==> src/rtl/frequency_pkg.sv <==
// Shared constants for the gated frequency counter: counter width default
// and the active-low 7-segment glyph table.
package frequency_pkg;

  // Default width of the edge counter and of the latched count.
  localparam int CNT_W_DEF = 8;

  // All segments dark; kept for a future blanking mode.
  localparam logic [6:0] SEG_BLANK = 7'b1111111;

  // Active-low hex glyphs, each written a..g from MSB to LSB, 0 = segment lit.
  // Index 15 is listed first so that SEG_TABLE[n] is the glyph for hex digit n.
  localparam logic [15:0][6:0] SEG_TABLE = {
    7'b0111000,  // F
    7'b0110000,  // E
    7'b1000010,  // d
    7'b0110001,  // C
    7'b1100000,  // b
    7'b0001000,  // A
    7'b0000100,  // 9
    7'b0000000,  // 8
    7'b0001111,  // 7
    7'b0100000,  // 6
    7'b0100100,  // 5
    7'b1001100,  // 4
    7'b0000110,  // 3
    7'b0010010,  // 2
    7'b1001111,  // 1
    7'b0000001   // 0
  };

endpackage

==> src/rtl/frequency_seven_seg_decoder.sv <==
// Combinational hex nibble to active-low 7-segment code (seg[0] = a ... seg[6] = g).
module seven_seg_decoder
  import frequency_pkg::*;
(
  input  logic [3:0] nibble,
  output logic [0:6] seg
);

  // Table lookup; the MSB of each table entry lands on seg[0] (segment a).
  always_comb begin
    seg = SEG_TABLE[nibble];
  end

endmodule

==> src/rtl/frequency.sv <==
// Gated frequency counter: counts synchronised rising edges of sigin over a
// window of GATE_CYCLES clocks, then latches the count and its low-nibble
// 7-segment glyph for display during the following window.
module frequency
  import frequency_pkg::*;
#(
  parameter int GATE_CYCLES = 100,
  parameter int CNT_W       = CNT_W_DEF
) (
  input  logic             sigin,
  input  logic             clck,
  output logic [0:CNT_W-1] number,
  output logic [0:6]       segment,
  input  logic             rst
);

  localparam logic [15:0]      GATE_LAST = 16'(GATE_CYCLES - 1);
  localparam logic [CNT_W-1:0] CNT_MAX   = '1;

  // Synchroniser pair, edge-detector history, gate and edge counters.
  logic             sync1_q, sync1_d;
  logic             sync2_q, sync2_d;
  logic             prev_q, prev_d;
  logic [15:0]      gate_q, gate_d;
  logic [CNT_W-1:0] cnt_q, cnt_d;

  // Registered display outputs.
  logic [CNT_W-1:0] number_q, number_d;
  logic [0:6]       segment_q, segment_d;

  logic             edge_det;
  logic             window_end;
  logic [CNT_W-1:0] cnt_plus;
  logic [0:6]       seg_next;

  // Datapath: synchroniser shift, edge detect, saturating count, gate wrap and
  // the window-end latch. cnt_plus folds in an edge seen on the window-end
  // cycle so it lands in this window's result rather than the next.
  always_comb begin
    sync1_d    = sigin;
    sync2_d    = sync1_q;
    prev_d     = sync2_q;
    edge_det   = sync2_q & ~prev_q;
    window_end = (gate_q == GATE_LAST);
    gate_d     = window_end ? 16'd0 : gate_q + 16'd1;
    cnt_plus   = cnt_q;
    if (edge_det && (cnt_q != CNT_MAX)) begin
      cnt_plus = cnt_q + CNT_W'(1);
    end
    cnt_d    = window_end ? '0 : cnt_plus;
    number_d = window_end ? cnt_plus : number_q;
  end

  // Glyph for the value about to be latched, so both outputs change together.
  seven_seg_decoder u_dec (
    .nibble (number_d[3:0]),
    .seg    (seg_next)
  );

  // Segment register load, kept apart from the datapath block above.
  always_comb begin
    segment_d = segment_q;
    if (window_end) begin
      segment_d = seg_next;
    end
  end

  // State registers; reset wins over a window-end latch in the same cycle.
  always_ff @(posedge clck) begin
    if (rst) begin
      sync1_q   <= 1'b0;
      sync2_q   <= 1'b0;
      prev_q    <= 1'b0;
      gate_q    <= 16'd0;
      cnt_q     <= '0;
      number_q  <= '0;
      segment_q <= SEG_TABLE[0];
    end else begin
      sync1_q   <= sync1_d;
      sync2_q   <= sync2_d;
      prev_q    <= prev_d;
      gate_q    <= gate_d;
      cnt_q     <= cnt_d;
      number_q  <= number_d;
      segment_q <= segment_d;
    end
  end

  // number[0] is the MSB, so the packed copy keeps bit significance intact.
  assign number  = number_q;
  assign segment = segment_q;

endmodule

==> config.mk <==
export PLATFORM = sky130hd
export DESIGN_NAME = frequency
export DESIGN_NICKNAME = d
export VERILOG_FILES = /design/src/rtl/frequency_pkg.sv /design/src/rtl/frequency_seven_seg_decoder.sv /design/src/rtl/frequency.sv
export SDC_FILE = /design/constraint.sdc
export NUM_CORES = 1
export LEC_CHECK = 0
export ABC_AREA = 0
export CAP_MARGIN = 15
export CORE_AREA = 2 2 63 65
export CTS_CLUSTER_SIZE = 30
export DETAILED_ROUTE_END_ITERATION = 16
export DIE_AREA = 0 0 65 67
export HOLD_SLACK_MARGIN = 0.05
export PLACE_DENSITY = 0.79
export SYNTH_ARGS = -nofsm -noshare
export SYNTH_HDL_FRONTEND = slang
export SYNTH_SLANG_ARGS = --single-unit
==> constraint.sdc <==
create_clock -name clck -period 4.6 [get_ports clck]
set_input_delay 1.15 -clock clck [delete_from_list [all_inputs] [get_ports clck]]
set_output_delay 1.15 -clock clck [all_outputs]
set_load 0.02 [all_outputs]
==> results by group <==
Run status
  • Outcome: finished, final reports clean

Place
  • HPWL Detailed: 2920 um
  • Cells after DPL: 291
  • IO buf count: 17
  • Routability cong.: 0.891
  • Dpl ws: 1.49 ns
  • Placed Area: 0.00232 sq mm

Floorplanning
  • Initial Utilization: 59.7%
  • FP Rows: 22
  • I/O pins: 18
  • Die Height: 67 um
  • Die area: 0.00436 sq mm
  • Core Box Area: 0.00361 sq mm
  • Die X: 65 um

Final layout
  • Final non-filler cell total: 299
  • Commonest cells after routing, fill and taps aside: dfxtp_1, nor2_1, clkdlybuf4s50_1
  • Layout net count: 261
  • # diodes: 0
  • Design area: 0.00243 sq mm
  • Synthesis-to-layout area growth: 13.0%
  • Final core utilization: 67.4%
  • Layout fillers: 303
  • Most common cell after layout, fill and taps aside: dfxtp_1
  • Share of layout cells above drive strength 1: 9.56%

Clock network
  • Setup bufs post-CTS: 0
  • CTS tree: yes
  • H-tree Lvls: 2
  • Num CTS Buffers: 5
  • Sink Count: 42
  • Root Driver: clkbuf_8
  • Clk slew on worst S/H paths: 0.09 ns
  • CTS Buffer Depth: 2
  • Worst skew pair latency: 0.31 ns
  • Cts-stage hold buffer count: 0
  • Cts repair resizes: 0

Detailed routing
  • 1st-iter DRT viols: 58
  • Antenna-violating nets left: 0
  • Via Count: 1701
  • Routed WL per cell: 14.1 um
  • Routed vias/inst: 5.69
  • DRC viols: 0
  • Final wirelength: 4200 um
  • First-pass DRT Iterations: 4

Synthesis
  • Mux share of post-synthesis cell area: 1.92%
  • Syn avg cell area: 9.20 sq um
  • Mapped Area: 0.00215 sq mm
  • Post-Synth Adder-Cell Area: 4.65%
  • Seq/Total Area, Yosys: 39.1%
  • Ys flop type: dfxtp_1
  • Largest area contributor in the netlist: dfxtp_1
  • Count of cell types in the netlist: 52
  • Async S/R FF share, synth: 0%
  • Mapped Cells: 234
  • Synth Net Count: 245
  • XOR/XNOR share of the synthesized area: 6.92%
  • Yosys warns: 0
  • Post-synthesis simple-gate area fraction: 27.3%
  • Synth top area share: 39.1%
  • Post-synthesis compound-gate area fraction: 15.3%
  • EDFF count, synth: 0
  • Largest family of logic cells by synthesized area: simple AND/OR/NAND/NOR gates
  • Synth area leaders: dfxtp_1, nor2_1, ha_1, xnor2_1, xor2_1
  • Flop and latch count out of synthesis: 42

Setup path
  • Crit Path Category: reg -> reg
  • Crit-path cells: ha_1 -> nor4b_4 -> and4_1 -> mux2i_1 -> inv_1 -> ha_1 -> a211oi_1 -> o21ai_0 -> nor4bb_1
  • CP delay by family, top: simple AND/OR/NAND/NOR gates
  • Crit-path max FO: 18
  • Slowest stage delay, CP: 0.66 ns
  • Worst setup EP type: register
  • Worst Path Required: 4.79 ns
  • Crit-path most repeated cell: ha_1
  • Critical path launch point type: register
  • Worst Path Arrival: 3.29 ns
  • Worst path bufs/invs: 1
  • Worst path slowest cell: and4_1

Power and ir drop
  • Leak: 0.847 nW
  • VDD IR max: 0.000195 V
  • Pwr per Cell Area: 283 mW/mm^2

Timing
  • Slew @ Worst Pin: 0.886 ns
  • Final worst clock skew: 0.0106 ns
  • Fmax: 323 MHz
  • Final worst slack: 1.50 ns
  • Rel. slew slack: 40.9%
  • Setup Total Neg Slack: 0 ns
  • Unrepaired setup endpoints after global routing: no
  • Final setup fails: 0
  • Fin crit period: 3.10 ns
  • Period Utilization, post-route: 67.4%
  • Final hold violation count: 0
  • Max Slew Vio Count: 0

GRT
  • First-pass GRT wire length: 7060 um
  • Maximum number of pins on one net before global-route repair: 25
  • Initial antenna violation count: 0
  • Total GRT Usage: 21.8%
  • Vias in the first global route: 1513
  • Congestion Overflow GR: 0

Flow run
  • Max-cap violations: 0

Worst hold path
  • Hold WC Path Type: reg -> reg
[cells in the mapped netlist (all sizes together) (2+ instances only)]
| library cell | n |
|---|---|
| a41oi | 3 |
| buf | 7 |
| nor3 | 5 |
| nor4 | 5 |
| mux2i | 3 |
| xor2 | 7 |
| nor2b | 6 |
| a21oi | 6 |
| nand4 | 7 |
| o21ai | 5 |
| nand2b | 2 |
| inv | 8 |
| nor2 | 39 |
| o211ai | 3 |
| or3 | 2 |
| dfxtp | 42 |
| o2111ai | 5 |
| a32oi | 2 |
| a21o | 3 |
| and2 | 4 |
| and4 | 2 |
| and3 | 5 |
| xnor2 | 10 |
| nand2 | 12 |
| ha | 8 |
| nand3 | 8 |
| clkbuf | 2 |
| a211oi | 8 |
[report_power, final]
group	total (mW)	internal (mW)	switching [mW]	leakage [nW]
registers	0.370	0.367	0.00325	0.339
logic	0.0205	0.00793	0.0125	0.450
clock network	0.298	0.160	0.138	0.0579
[registers in the layout, indices dropped and copies added, names as in the netlist]
signal / flops
segment: 7
sync1_q: 1
cnt_q: 8
prev_d: 1
prev_q: 1
gate_q: 16
number: 8
[final timing paths]
check / to / depth (start not counted) / slack (ns) / startpoint
setup / recovery: segment[0] / 9 / 1.50 / gate_q[0]
hold / removal: prev_d / 1 / 0.46 / sync1_q
setup reg to reg: segment[0] / 9 / 1.50 / gate_q[0]
hold reg to reg: prev_d / 1 / 0.46 / sync1_q
[worst register-to-register path, stage by stage (launching register included)]
cell and delay [ns]:
dfxtp_1 0.38, ha_1 0.26, nor4b_4 0.28, and4_1 0.66, mux2i_1 0.50, inv_1 0.15, ha_1 0.26, a211oi_1 0.21
o21ai_0 0.11, nor4bb_1 0.18
[metal layers]
metal / vias up / share of wire (%) / GRT usage, %
met3: 10 / 5.3 / 7.43
li1: 878 / - / -
met4: 0 / 2.3 / 10.9
met1: 771 / 48 / 28.5
met5: - / 0 / 0
met2: 42 / 44 / 31.8
[metrics by stage]
step	hold WS, ns	power (mW)
4_1_cts	0.464	0.689
2_1_floorplan	0.414	0.394
6_report	0.460	0.689
3_3_place_gp	0.422	0.399
3_5_place_dp	0.452	0.400
5_1_grt	0.473	0.707
[area by class of cell]
class | count | area, sq um | share of cell area [%]
Tap cell | 48 | 60.1 | 2.47
Multi-Input combinational cell | 174 | 1210 | 49.6
Inverter | 8 | 30.0 | 1.24
Clock inverter | 3 | 40.0 | 1.65
Sequential cell | 42 | 841 | 34.6
Timing Repair Buffer | 19 | 185 | 7.62
Clock buffer | 5 | 68.8 | 2.83
[cells by family after synthesis]
group | Yosys count
compound gates | 43
xor+xnor | 17
fa+ha+maj | 8
buf+inv | 18
flops | 42
mux | 4
simple gates | 102
(Power assumes the default switching activity.)
